[src/rtl/memory_control_pkg.sv]
// Shared types for the two-core coherence bus controller: RAM handshake
// states, bus FSM states and block geometry.
package memory_control_pkg;

  localparam int CPUS     = 2;
  localparam int BLKWORDS = 2;

  typedef logic [31:0] word_t;

  typedef enum logic [1:0] {
    FREE,
    BUSY,
    ACCESS,
    ERROR
  } ramstate_t;

  typedef enum logic [3:0] {
    IDLE,
    WB,
    SNOOP,
    MEM0,
    MEM1,
    C2C0,
    C2C1,
    INV,
    IFETCH
  } busstate_t;

endpackage

[src/rtl/memory_control_if.sv]
// Per-core cache request/response bundle plus the shared RAM port.
// A request (iREN/dREN/dWEN/upgrade) is held until its wait drops low for one
// cycle; load data is valid only in that cycle. RAM completes on ramstate==ACCESS.
interface memory_control_if;
  import memory_control_pkg::*;

  logic  [CPUS-1:0] iREN;
  word_t [CPUS-1:0] iaddr;
  logic  [CPUS-1:0] iwait;
  word_t [CPUS-1:0] iload;

  logic  [CPUS-1:0] dREN;
  logic  [CPUS-1:0] dWEN;
  word_t [CPUS-1:0] daddr;
  word_t [CPUS-1:0] dstore;
  logic  [CPUS-1:0] dwait;
  word_t [CPUS-1:0] dload;

  logic  [CPUS-1:0] ccwrite;
  logic  [CPUS-1:0] cctrans;
  logic  [CPUS-1:0] ccwait;
  logic  [CPUS-1:0] ccinv;
  word_t [CPUS-1:0] ccsnoopaddr;

  logic      ramREN;
  logic      ramWEN;
  word_t     ramaddr;
  word_t     ramstore;
  word_t     ramload;
  ramstate_t ramstate;

  modport slave (
    input  iREN, iaddr, dREN, dWEN, daddr, dstore, ccwrite, cctrans, ramload, ramstate,
    output iwait, iload, dwait, dload, ccwait, ccinv, ccsnoopaddr,
           ramREN, ramWEN, ramaddr, ramstore
  );

  modport master (
    output iREN, iaddr, dREN, dWEN, daddr, dstore, ccwrite, cctrans, ramload, ramstate,
    input  iwait, iload, dwait, dload, ccwait, ccinv, ccsnoopaddr,
           ramREN, ramWEN, ramaddr, ramstore
  );

endinterface

[src/rtl/memory_control_rr_arbiter.sv]
// Two-way round-robin picker: on a tie the pointer decides, and the pointer
// flips each time the granted transaction completes.
module rr_arbiter
  import memory_control_pkg::*;
(
  input  logic            CLK,
  input  logic            RST,
  input  logic [CPUS-1:0] req,
  input  logic            done,
  output logic            grant
);

  logic ptr;

  always_ff @(posedge CLK) begin
    if (RST) ptr <= 1'b0;
    else if (done) ptr <= ~ptr;
  end

  assign grant = (&req) ? ptr : req[1];

endmodule

[src/rtl/memory_control.sv]
// Coherence bus controller: arbitrates icache fetches, dcache fills/writebacks
// and upgrades from two cores onto one RAM port, snooping the other dcache.
module memory_control
  import memory_control_pkg::*;
(
  input  logic             CLK,
  input  logic             RST,
  memory_control_if.slave  bus,
  output busstate_t        dbg_state
);

  busstate_t state, next, sel_state;
  logic req, next_req, o, inv_phase, next_inv_phase;
  logic grant, done, access;
  logic [CPUS-1:0] sel_vec, up_vec;
  logic [CPUS-1:0] iwait_n, dwait_n, ccwait_n, ccinv_n;
  word_t [CPUS-1:0] iload_n, dload_n, snoop_n;
  logic ram_ren, ram_wen;
  word_t ram_addr, ram_store;

  // ERROR is deliberately not ACCESS, so the controller just keeps waiting.
  assign access = (bus.ramstate == ACCESS);
  assign up_vec = bus.cctrans & bus.ccwrite;

  always_comb begin
    sel_vec   = '0;
    sel_state = IDLE;
    if (|bus.dWEN) begin
      sel_vec = bus.dWEN;   sel_state = WB;
    end else if (|bus.dREN) begin
      sel_vec = bus.dREN;   sel_state = SNOOP;
    end else if (|up_vec) begin
      sel_vec = up_vec;     sel_state = INV;
    end else if (|bus.iREN) begin
      sel_vec = bus.iREN;   sel_state = IFETCH;
    end
  end

  rr_arbiter u_arb (
    .CLK   (CLK),
    .RST   (RST),
    .req   (sel_vec),
    .done  (done),
    .grant (grant)
  );

  always_ff @(posedge CLK) begin
    if (RST) begin
      state     <= IDLE;
      req       <= 1'b0;
      o         <= 1'b1;
      inv_phase <= 1'b0;
    end else begin
      state     <= next;
      req       <= next_req;
      o         <= ~next_req;
      inv_phase <= next_inv_phase;
    end
  end

  always_comb begin
    next           = state;
    next_req       = req;
    next_inv_phase = 1'b0;
    done           = 1'b0;
    iwait_n        = '1;
    dwait_n        = '1;
    iload_n        = '0;
    dload_n        = '0;
    ccwait_n       = '0;
    ccinv_n        = '0;
    snoop_n        = '0;
    ram_ren        = 1'b0;
    ram_wen        = 1'b0;
    ram_addr       = '0;
    ram_store      = '0;
    unique case (state)
      IDLE: begin
        if (sel_state != IDLE) begin
          next     = sel_state;
          next_req = grant;
        end
      end
      WB: begin
        if (!bus.dWEN[req]) next = IDLE;
        else begin
          ram_wen   = 1'b1;
          ram_addr  = bus.daddr[req];
          ram_store = bus.dstore[req];
          if (access) begin
            dwait_n[req] = 1'b0;
            done         = 1'b1;
            next         = IDLE;
          end
        end
      end
      SNOOP: begin
        if (!bus.dREN[req]) next = IDLE;
        else begin
          ccwait_n[o] = 1'b1;
          snoop_n[o]  = bus.daddr[req];
          ccinv_n[o]  = bus.ccwrite[req];
          if (bus.cctrans[o]) next = bus.dWEN[o] ? C2C0 : MEM0;
        end
      end
      MEM0, MEM1: begin
        if (!bus.dREN[req]) next = IDLE;
        else begin
          ccwait_n[o]  = 1'b1;
          ram_ren      = 1'b1;
          ram_addr     = bus.daddr[req];
          dload_n[req] = bus.ramload;
          if (access) begin
            dwait_n[req] = 1'b0;
            if (state == MEM1) begin
              next = IDLE;
              done = 1'b1;
            end else next = MEM1;
          end
        end
      end
      C2C0, C2C1: begin
        // The dirty snooper's word goes to the requester and to RAM together.
        if (!bus.dREN[req] || !bus.dWEN[o]) next = IDLE;
        else begin
          ccwait_n[o]  = 1'b1;
          ram_wen      = 1'b1;
          ram_addr     = bus.daddr[o];
          ram_store    = bus.dstore[o];
          dload_n[req] = bus.dstore[o];
          if (access) begin
            dwait_n[req] = 1'b0;
            dwait_n[o]   = 1'b0;
            if (state == C2C1) begin
              next = IDLE;
              done = 1'b1;
            end else next = C2C1;
          end
        end
      end
      INV: begin
        if (!up_vec[req]) next = IDLE;
        else if (!inv_phase) begin
          ccwait_n[o]    = 1'b1;
          ccinv_n[o]     = 1'b1;
          snoop_n[o]     = bus.daddr[req];
          next_inv_phase = 1'b1;
        end else begin
          dwait_n[req] = 1'b0;
          done         = 1'b1;
          next         = IDLE;
        end
      end
      IFETCH: begin
        if (!bus.iREN[req]) next = IDLE;
        else begin
          ram_ren      = 1'b1;
          ram_addr     = bus.iaddr[req];
          iload_n[req] = bus.ramload;
          if (access) begin
            iwait_n[req] = 1'b0;
            done         = 1'b1;
            next         = IDLE;
          end
        end
      end
      default: next = IDLE;
    endcase
  end

  assign bus.iwait       = iwait_n;
  assign bus.iload       = iload_n;
  assign bus.dwait       = dwait_n;
  assign bus.dload       = dload_n;
  assign bus.ccwait      = ccwait_n;
  assign bus.ccinv       = ccinv_n;
  assign bus.ccsnoopaddr = snoop_n;
  assign bus.ramREN      = ram_ren;
  assign bus.ramWEN      = ram_wen;
  assign bus.ramaddr     = ram_addr;
  assign bus.ramstore    = ram_store;
  assign dbg_state       = state;

endmodule

[src/flat_wrapper.sv]
// flat-port wrapper written by rule: the top's interface ports become plain ports
module memory_control_flat import memory_control_pkg::*;
  (CLK, RST, dbg_state, bus_iREN, bus_iaddr, bus_dREN, bus_dWEN, bus_daddr, bus_dstore, bus_ccwrite, bus_cctrans, bus_ramload, bus_ramstate, bus_iwait, bus_iload, bus_dwait, bus_dload, bus_ccwait, bus_ccinv, bus_ccsnoopaddr, bus_ramREN, bus_ramWEN, bus_ramaddr, bus_ramstore);
  memory_control_if bus_i ();
  input  logic CLK;
  input  logic RST;
  output busstate_t dbg_state;
  input wire logic [$bits(bus_i.iREN)-1:0] bus_iREN;
  input wire logic [$bits(bus_i.iaddr)-1:0] bus_iaddr;
  input wire logic [$bits(bus_i.dREN)-1:0] bus_dREN;
  input wire logic [$bits(bus_i.dWEN)-1:0] bus_dWEN;
  input wire logic [$bits(bus_i.daddr)-1:0] bus_daddr;
  input wire logic [$bits(bus_i.dstore)-1:0] bus_dstore;
  input wire logic [$bits(bus_i.ccwrite)-1:0] bus_ccwrite;
  input wire logic [$bits(bus_i.cctrans)-1:0] bus_cctrans;
  input wire logic [$bits(bus_i.ramload)-1:0] bus_ramload;
  input wire logic [$bits(bus_i.ramstate)-1:0] bus_ramstate;
  output wire logic [$bits(bus_i.iwait)-1:0] bus_iwait;
  output wire logic [$bits(bus_i.iload)-1:0] bus_iload;
  output wire logic [$bits(bus_i.dwait)-1:0] bus_dwait;
  output wire logic [$bits(bus_i.dload)-1:0] bus_dload;
  output wire logic [$bits(bus_i.ccwait)-1:0] bus_ccwait;
  output wire logic [$bits(bus_i.ccinv)-1:0] bus_ccinv;
  output wire logic [$bits(bus_i.ccsnoopaddr)-1:0] bus_ccsnoopaddr;
  output wire logic [$bits(bus_i.ramREN)-1:0] bus_ramREN;
  output wire logic [$bits(bus_i.ramWEN)-1:0] bus_ramWEN;
  output wire logic [$bits(bus_i.ramaddr)-1:0] bus_ramaddr;
  output wire logic [$bits(bus_i.ramstore)-1:0] bus_ramstore;
  assign bus_i.iREN = bus_iREN;
  assign bus_i.iaddr = bus_iaddr;
  assign bus_i.dREN = bus_dREN;
  assign bus_i.dWEN = bus_dWEN;
  assign bus_i.daddr = bus_daddr;
  assign bus_i.dstore = bus_dstore;
  assign bus_i.ccwrite = bus_ccwrite;
  assign bus_i.cctrans = bus_cctrans;
  assign bus_i.ramload = bus_ramload;
  assign bus_i.ramstate = bus_ramstate;
  assign bus_iwait = bus_i.iwait;
  assign bus_iload = bus_i.iload;
  assign bus_dwait = bus_i.dwait;
  assign bus_dload = bus_i.dload;
  assign bus_ccwait = bus_i.ccwait;
  assign bus_ccinv = bus_i.ccinv;
  assign bus_ccsnoopaddr = bus_i.ccsnoopaddr;
  assign bus_ramREN = bus_i.ramREN;
  assign bus_ramWEN = bus_i.ramWEN;
  assign bus_ramaddr = bus_i.ramaddr;
  assign bus_ramstore = bus_i.ramstore;
  memory_control u_core (.CLK(CLK), .RST(RST), .bus(bus_i), .dbg_state(dbg_state));
endmodule
[config.mk]
export PLATFORM = sky130hd
export DESIGN_NAME = memory_control_flat
export DESIGN_NICKNAME = d
export VERILOG_FILES = /design/src/rtl/memory_control_pkg.sv /design/src/rtl/memory_control_if.sv /design/src/rtl/memory_control_rr_arbiter.sv /design/src/rtl/memory_control.sv /design/src/flat_wrapper.sv
export SDC_FILE = /design/constraint.sdc
export NUM_CORES = 1
export LEC_CHECK = 0
export BUFFER_PORTS_ARGS = -buffer_cell sky130_fd_sc_hd__buf_4
export CAP_MARGIN = 20
export CORE_AREA = 2 2 197 199
export DETAILED_ROUTE_END_ITERATION = 8
export DIE_AREA = 0 0 199 201
export SYNTH_ARGS = -nofsm -noshare
export SYNTH_HDL_FRONTEND = slang
export SYNTH_SLANG_ARGS = --single-unit
[constraint.sdc]
create_clock -name CLK -period 2.63 [get_ports CLK]
set_input_delay 0.526 -clock CLK [delete_from_list [all_inputs] [get_ports CLK]]
set_output_delay 0.526 -clock CLK [all_outputs]
set_load 0.05 [all_outputs]
==> results of run 1 <==
-- worst min-delay path by stage --
stage,end,cells past startpoint
2_1_floorplan,u_core.u_arb.ptr,2
3_3_place_gp,u_core.u_arb.ptr,2
3_5_place_dp,u_core.u_arb.ptr,2
4_1_cts,u_core.dbg_state[3],2
5_1_grt,u_core.dbg_state[3],2
6_report,u_core.dbg_state[3],2
-- worst reg2reg max path: stages, from the launching register on --
cell and delay, ps:
dfxtp_4 350, buf_4 120, nand3b_1 170, buf_4 140, buf_4 100, a21o_1 190, buf_4 150, o21ai_0 100
a211oi_1 550, mux2_1 380
-- cell usage in the layout (no fill, tap or decap), types with 8 or more instances in the layout --
master	n
mux2i_1	103
buf_16	8
buf_12	30
buf_4	385
nand2b_1	8
and2_2	58
clkbuf_16	13
a2bb2oi_4	27
nor2_2	13
nor2_4	119
a21oi_1	10
a22o_2	28
buf_6	138
buf_8	68
a221o_2	30
nor2_1	42
nand2_1	9
-- area by class of cell --
cell class	count	area, µm²
antenna	3	7.51
clock buffer	4	78.8
fill	3807	25100
inverter	3	11.3
multi-input combinational	556	5540
sequential	8	178
tap	518	648
timing repair buffer	639	6540
-- per-stage QoR --
stage	instance area (µm²)	worst slack, ps
after floorplan	5230	-147
after global placement	10200	-153
after detailed placement	10200	-158
after CTS	12100	-197
after global routing	13000	-277
final	13000	-182
-- layer usage --
metal,up-vias,global-route usage (%),wire length (µm)
met3,37,3.14,2620
met5,-,0,0
met2,438,32.4,21100
met1,3785,20.0,15700
li1,3474,-,-
met4,0,5.12,933
-- power by group through the flow --
stage | Sequential [W] | Clock [W] | Combinational (W)
after floorplan | 0.000200 | 0 | 0.00216
after global placement | 0.000187 | 0 | 0.00353
after detailed placement | 0.000188 | 0 | 0.00354
after CTS | 0.000184 | 0.000269 | 0.00411
after global routing | 0.000188 | 0.000276 | 0.00454
final | 0.000184 | 0.000267 | 0.00439
-- cells by family (layout without fill, tap and decap cells) --
kind of cell / Yosys count / count (layout) / share of synthesized area [%]
compound gates: 151 / 151 / 30.8
xor+xnor: 1 / 1 / 0.205
flops: 8 / 8 / 3.75
simple gates: 297 / 297 / 32.8
mux: 107 / 107 / 25.2
buf+inv: 70 / 646 / 7.27
other cells: 0 / 3 / 0
-- timing repair --
action | CTS | global route
endpoints found under the setup margin | 194 | 198
gates resized for setup | 285 | 142
cloned | 11 | 12
setup buffers | 23 | 10
pin swaps | 21 | 51
==> results_dict.tcl, run 1 <==
set metrics [dict create \
    outcome "finished, violations left" \
    violations "setup timing" \
    synthArstFlopShare_pct 0 \
    final.setup.worst_slack_ps -182 \
    setup_viol_count_final 194 \
    synthFlopType "dfxtp_1" \
    crit_start "u_core.dbg_state[1]" \
    io_buffers 507 \
    syn-num-nets 872 \
    cts.hold.buffers_added 0 \
    relSlewSlack_pct 58.2 \
    p_int_w 0.00222 \
    dp_hpwl_um 28000 \
    grt_pass1_vias 7887 \
    synth_area_mm2 0.00427 \
    die_h_um 201 \
    r2r_cells 9 \
    clock-sinks 8 \
    grt_usage_pct 17.4 \
    drive_above_1_share_pct 79.3 \
    syn_avg_cell_area_um2 6.73 \
    dr.pass1.iters 5 \
    r2r-start "u_core.dbg_state[2]" \
    r2r_end "u_core.dbg_state[1]" \
    drt_first_iter_violations 356 \
    drc 0 \
    drv_slew 0 \
    period_share_pct 107 \
    pwr-share-seq_pct 3.8 \
    cpMaxStageDelayCell "or3b_4" \
    coreArea_mm2 0.0381 \
    p_sw_share_pct 54.2 \
    cts_buffer_depth 2 \
    die_x_um 199 \
    grt_overflow_total 0 \
    crit_chain "or3b_4, a211oi_4, buf_4, a21oi_2, o32ai_4, buf_12, a221o_1, buf_6" \
    fin_crit_ps 2810 \
    path_delay_family "compound AO/OA/AOI/OAI gates" \
    layout.nets 1449 \
    end_kind "primary output" \
    critPathKind "reg -> out" \
    worstHoldStart "RST" \
    area_growth_pct 204 \
    min_path_type "in -> reg" \
    p_leak_nw 5.63 \
    fin_hold_ws_ps 533 \
    routed_via_density 4.47 \
    crit_required_ps 2100 \
    cts_max_level 1 \
    placed_cells 1678 \
    cts-root-buf "clkbuf_16" \
    synth_seq_area_share_pct 3.75 \
    vias 7734 \
    cp_max_fo 32 \
    totalWireLength_um 40400 \
    clk-insertion-delay-late_ps 240 \
    grt_pass1_wl_um 52400 \
    pwr-share-clk_pct 5.5 \
    startpoint_type "flip-flop" \
    switchingPower_w 0.00262 \
    ys_ff_latch 8 \
    rows 72 \
    r2r_slack_ps 270 \
    synth_top_cell_area_share_pct 24.2 \
    worst_slew_pin_slew_ps 624 \
    cp-endpoint "bus_ramaddr[31]" \
    cap_violations 0 \
    antenna_found_initial 3 \
    layout.cells.non_filler 1731 \
    crit_buf_inv 3 \
    powerDensity_mw_per_mm2 373 \
    cts-buffers-inserted 3 \
    ir_worst_vdd_mv 0.234 \
    gp_congestion 0.857 \
    grt_start_max_net_pins 68 \
    start_util_pct 11.2 \
    yosys-top-cells-count "nor2_1 (174), mux2i_1 (103), and2_1 (64)" \
    cts_tree "done" \
    max_freq_ghz 0.356 \
    ant_nets 0 \
    fin_util_pct 34.1 \
    rsz0062_at_grt "true" \
    yosysTopAreaCell "mux2i_1" \
    p_comb_share_pct 90.7 \
    fin_tns_setup_ps -17900 \
    yosysUniqueCellTypes 52 \
    die_area_mm2 0.0400 \
    wl_per_cell_um 23.3 \
    cts.clk_slew.worst_paths_ps 40 \
    critical-path-max-stage-delay_ps 390 \
    io_pins 508 \
    netlist_instances 634 \
    hold_violations 0 \
    synth.area.top_cells "mux2i_1 (24%), nor2_1 (15%), and2_1 (9.4%)" \
    yosysWarnings 0 \
    cp.depth 8 \
    cp.arrival_ps 2290 \
    synth.most_common_cell "nor2_1" \
    power_w 0.00484 \
    finalClockSkew_ps 2.98 \
    synth_edf_count 0 \
]
Note: power is estimated with default switching activity, not from simulation.
==> run 2: changes to the inputs <==
Settings changed: PLACE_DENSITY set to 0.38.
==> run 2 against run 1 <==
The flow still finishes with violations (setup timing). Hold slack better by 17 ps. Via count down 3.7%. Sequential power about the same. Utilization up 1.5 points. Fmax up 1.9%. Die area unchanged. Setup slack better by 53 ps. First-iteration DRC count down 32%. Global-route usage up 0.65 points. Register-to-register slack better by 160 ps. Clock skew about the same. Final area up 4.3%. Critical path type unchanged.
==> results_dict.tcl, run 2 (synthesis results as in run 1) <==
set metrics [dict create \
    outcome "finished, violations left" \
    violations "setup timing" \
    crit_required_ps 2100 \
    period_share_pct 105 \
    cts_tree "done" \
    p_comb_share_pct 91.0 \
    fin_util_pct 35.6 \
    cp.arrival_ps 2230 \
    p_sw_share_pct 52.2 \
    die_area_mm2 0.0400 \
    setup_viol_count_final 175 \
    crit_buf_inv 3 \
    relSlewSlack_pct 58.4 \
    min_path_type "in -> reg" \
    crit_chain "or3b_4, a211oi_4, a21oi_2, o32ai_4, buf_12, buf_12, a221o_2, buf_8" \
    gp_congestion 0.836 \
    dr.pass1.iters 4 \
    worst_slew_pin_slew_ps 620 \
    hold_violations 0 \
    totalWireLength_um 41200 \
    layout.nets 1471 \
    grt_overflow_total 0 \
    pwr-share-clk_pct 5.3 \
    io_pins 508 \
    grt_pass1_wl_um 53300 \
    switchingPower_w 0.00266 \
    wl_per_cell_um 23.5 \
    vias 7445 \
    drt_first_iter_violations 243 \
    path_delay_family "compound AO/OA/AOI/OAI gates" \
    clk-insertion-delay-late_ps 240 \
    die_x_um 199 \
    end_kind "primary output" \
    cp_max_fo 9 \
    clock-sinks 8 \
    cts.clk_slew.worst_paths_ps 40 \
    routed_via_density 4.24 \
    final.setup.worst_slack_ps -129 \
    startpoint_type "flip-flop" \
    max_freq_ghz 0.362 \
    placed_cells 1698 \
    place_ws_ps -233 \
    rows 72 \
    stdcell_area_mm2 0.0136 \
    p_int_w 0.00244 \
    place_area_mm2 0.0104 \
    area_growth_pct 218 \
    rsz0062_at_grt "true" \
    cts-root-buf "clkbuf_16" \
    p_leak_nw 5.89 \
    layout.cells.non_filler 1754 \
    dp_hpwl_um 30900 \
    grt_start_max_net_pins 63 \
    fin_crit_ps 2760 \
    layout_commonest_cell "buf_4" \
    ir_worst_vdd_mv 0.194 \
    grt_usage_pct 18.1 \
    fin_hold_ws_ps 551 \
    coreArea_mm2 0.0381 \
    path_common_cell "buf_12" \
    final_cell_mix "buf_4 (362), buf_6 (146), mux2i_1 (101)" \
    die_h_um 201 \
    finalClockSkew_ps 2.67 \
    cts_buffer_depth 2 \
    drc 0 \
    cts_max_level 1 \
    cts-buffers-inserted 3 \
    pwr-share-seq_pct 3.6 \
    critical-path-max-stage-delay_ps 430 \
    cpMaxStageDelayCell "or3b_4" \
    io_buffers 507 \
    drv_slew 0 \
    grt_pass1_vias 7651 \
    antenna_found_initial 6 \
    critPathKind "reg -> out" \
    ant_nets 0 \
    start_util_pct 11.2 \
    drive_above_1_share_pct 80.3 \
    powerDensity_mw_per_mm2 376 \
    cap_violations 0 \
]
## run 2: routing by layer
layer | track usage [%] | vias up | wire length (µm)
met4 | 4.93 | 2 | 758
met2 | 35.0 | 358 | 22700
met1 | 19.6 | 3538 | 14700
met5 | 0 | - | 9
met3 | 3.61 | 29 | 3040
li1 | - | 3518 | -
## run 2: path summary, 6_finish.rpt
check,from,end,slack (ps),depth (start not counted)
max reg2reg,u_core.dbg_state[0],u_core.dbg_state[1],430,8
min,RST,u_core.inv_phase,550,2
min reg2reg,u_core.u_arb.ptr,u_core.u_arb.ptr,640,2
max,u_core.dbg_state[1],bus_ramaddr[17],-130,8
## run 2: area by class of cell
cell class	instances	area, µm²
fillers	3930	24500
repair buffers	661	7050
multi-input cells	556	5580
well taps	518	648
flip-flops and latches	8	178
clock buffers	4	78.8
inverters	3	11.3
diodes	4	10.0
## run 2: what timing repair did
action | 4_1_cts | 5_1_grt
setup endpoints to repair | 226 | 260
hold buffers | 0 | 0
resized for setup | 265 | 250
buffers inserted | 23 | 7
gates cloned | 9 | 12
pin swaps | 25 | 59
## run 2: per-stage QoR
stage | setup TNS (ps) | total power, W
global placement | -18850 | 0.00387
finish | -10960 | 0.00510
floorplan | -6480 | 0.00236
CTS | -13590 | 0.00476
global route | -24670 | 0.00531
detailed placement | -20790 | 0.00386
## run 2: power by group through the flow
| stage | clock network (W) | logic (W) | registers, W |
|---|---|---|---|
| final | 0.000272 | 0.00464 | 0.000185 |
| after global routing | 0.000284 | 0.00483 | 0.000190 |
| after CTS | 0.000276 | 0.00430 | 0.000182 |
| after detailed placement | 0 | 0.00367 | 0.000187 |
| after global placement | 0 | 0.00368 | 0.000187 |
| after floorplan | 0 | 0.00216 | 0.000200 |
==> run 3: changes to the inputs <==
Settings changed: REMOVE_ABC_BUFFERS set to 1.
==> run 3 against run 2 <==
The flow still finishes with violations (setup timing). Critical path depth increased by 1. Utilization decreased by 0.99 points. Sequential cell count unchanged. Hold slack got worse by 3.4 ps. Power decreased by 4.1%. Clock power about the same. Global-route usage decreased by 1.2 points. Final cell count decreased by 0.80%. First-iteration DRC count increased by 21%. Register-to-register slack got worse by 170 ps. Clock-buffer cell count unchanged. Largest cell class unchanged. Largest power group unchanged. Highest routed layer is now met4.
==> results_dict.tcl, run 3 (synthesis results as in run 1) <==
set metrics [dict create \
    outcome "finished, violations left" \
    violations "setup timing" \
    rsz0062_at_grt "true" \
    fin_crit_ps 2850 \
    io_pins 508 \
    drc 0 \
    clk-insertion-delay-late_ps 230 \
    stdcell_area_mm2 0.0132 \
    setup_viol_count_final 255 \
    start_util_pct 11.2 \
    cts_max_level 1 \
    cts_tree "done" \
    ir_worst_vdd_mv 0.184 \
    grt_use_met3_pct 2.82 \
    startpoint_type "flip-flop" \
    layout_commonest_cell "buf_4" \
    finalClockSkew_ps 2.31 \
    r2r_slack_ps 260 \
    coreArea_mm2 0.0381 \
    critical-path-max-stage-delay_ps 530 \
    r2r_end "u_core.dbg_state[1]" \
    period_share_pct 108 \
    crit_required_ps 2100 \
    end_kind "primary output" \
    drive_above_1_share_pct 73.2 \
    relSlewSlack_pct 48.6 \
    grt_pass1_vias 7607 \
    top_usage_layer "met2" \
    critPathKind "reg -> out" \
    grt_overflow_total 0 \
    max_freq_ghz 0.351 \
    worstHoldStart "RST" \
    die_h_um 201 \
    cts-buffers-inserted 3 \
    cts-root-buf "clkbuf_16" \
    ant_nets 0 \
    hold_violations 0 \
    layout.nets 1459 \
    cap_violations 0 \
    drv_slew 0 \
    r2r_cells 10 \
    antenna_found_initial 2 \
    dr.pass1.iters 4 \
    die_x_um 199 \
    totalWireLength_um 42100 \
    routed_via_density 4.40 \
    use_met1_pct 19.1 \
    final.setup.worst_slack_ps -220 \
    grt_pass1_wl_um 50300 \
    grtUsageMet2_pct 32.3 \
    vias 7654 \
    gp_congestion 0.872 \
    grt_usage_pct 16.8 \
    crit_chain "mux2i_1, buf_4, buf_6, or4_4, nand2b_4, nand2b_4, buf_12, nor2_2, buf_6" \
    clock-sinks 8 \
    placed_cells 1669 \
    drt_first_iter_violations 294 \
    dp_hpwl_um 27000 \
    layout.cells.non_filler 1740 \
    cp.arrival_ps 2320 \
    hold_end "u_core.dbg_state[3]" \
    wl_per_cell_um 24.2 \
    powerDensity_mw_per_mm2 371 \
    p_leak_nw 5.81 \
    grt_start_max_net_pins 65 \
    die_area_mm2 0.0400 \
    cts.hold.buffers_added 0 \
    cp_max_fo 17 \
    area_growth_pct 209 \
    place_area_mm2 0.00920 \
    whs_path_depth 2 \
    final_cell_mix "buf_4 (307), buf_6 (197), mux2i_1 (102)" \
    worst_slew_pin_slew_ps 750 \
    cts_buffer_depth 2 \
    io_buffers 507 \
    cts.clk_slew.worst_paths_ps 40 \
    min_path_type "in -> reg" \
    cpMaxStageDelayCell "or4_4" \
    rows 72 \
]
-- run 3: changes by cell type in the layout (fill, tap and decap cells not counted), sizes merged --
cell / delta
buf: -19
clkbuf: +7
diode: -2
-- run 3: worst max-delay path by stage --
stage                                endpoint  slack [ps]  depth (start not counted)
after floorplan                bus_ramaddr[0]       -4300                          4
after global placement       bus_ramstore[23]        -330                          7
after detailed placement     bus_ramstore[23]        -250                          7
after CTS                     bus_ramaddr[26]        -200                         10
after global routing          bus_ramaddr[26]        -290                         10
final                     bus_ccsnoopaddr[31]        -220                          9
-- run 3: power breakdown --
| part | switching, W | total [W] | internal (W) | leakage (nW) |
|---|---|---|---|---|
| Clock | 0.0000664 | 0.000269 | 0.000203 | 0.0382 |
| Sequential | 0.0000303 | 0.000176 | 0.000146 | 0.0679 |
| Combinational | 0.00251 | 0.00445 | 0.00194 | 5.70 |
| Total | 0.00261 | 0.00489 | 0.00228 | 5.81 |
-- run 3: worst max-delay path: cells and delay by family, from the launching register on --
family / cells / cell delay, ps
simple gates: 4 / 940
mux: 1 / 120
flops: 1 / 350
buf+inv: 4 / 640
-- run 3: final cells by class --
class | instances | area [µm²]
Antenna cell | 2 | 5.00
Fill cell | 3936 | 24900
Sequential cell | 8 | 175
Tap cell | 518 | 648
Timing Repair Buffer | 649 | 7110
Multi-Input combinational cell | 556 | 5150
Inverter | 3 | 11.3
Clock buffer | 4 | 78.8
-- run 3: through the flow --
stage	TNS, ps	setup WS (ps)	power [W]	util, %	hold slack (ps)
final	-27770	-220	0.00489	34.6	547
after detailed placement	-18910	-250	0.00343	24.1	632
after floorplan	-839580	-4300	0.00208	-	563
after global placement	-27710	-331	0.00345	24.1	624
after global routing	-45050	-288	0.00508	34.6	557
after CTS	-29470	-203	0.00425	28.0	543
-- run 3: layer usage --
layer,vias up,routed length (µm)
li1,3491,-
met1,3691,15900
met2,412,22200
met3,60,2730
met4,0,1230
met5,-,0
-- run 3: what timing repair did --
action	in CTS	in global routing
pin swaps	17	136
endpoints found under the setup margin	263	266
gates cloned	11	22
setup buffers	21	23
gates resized for setup	232	495
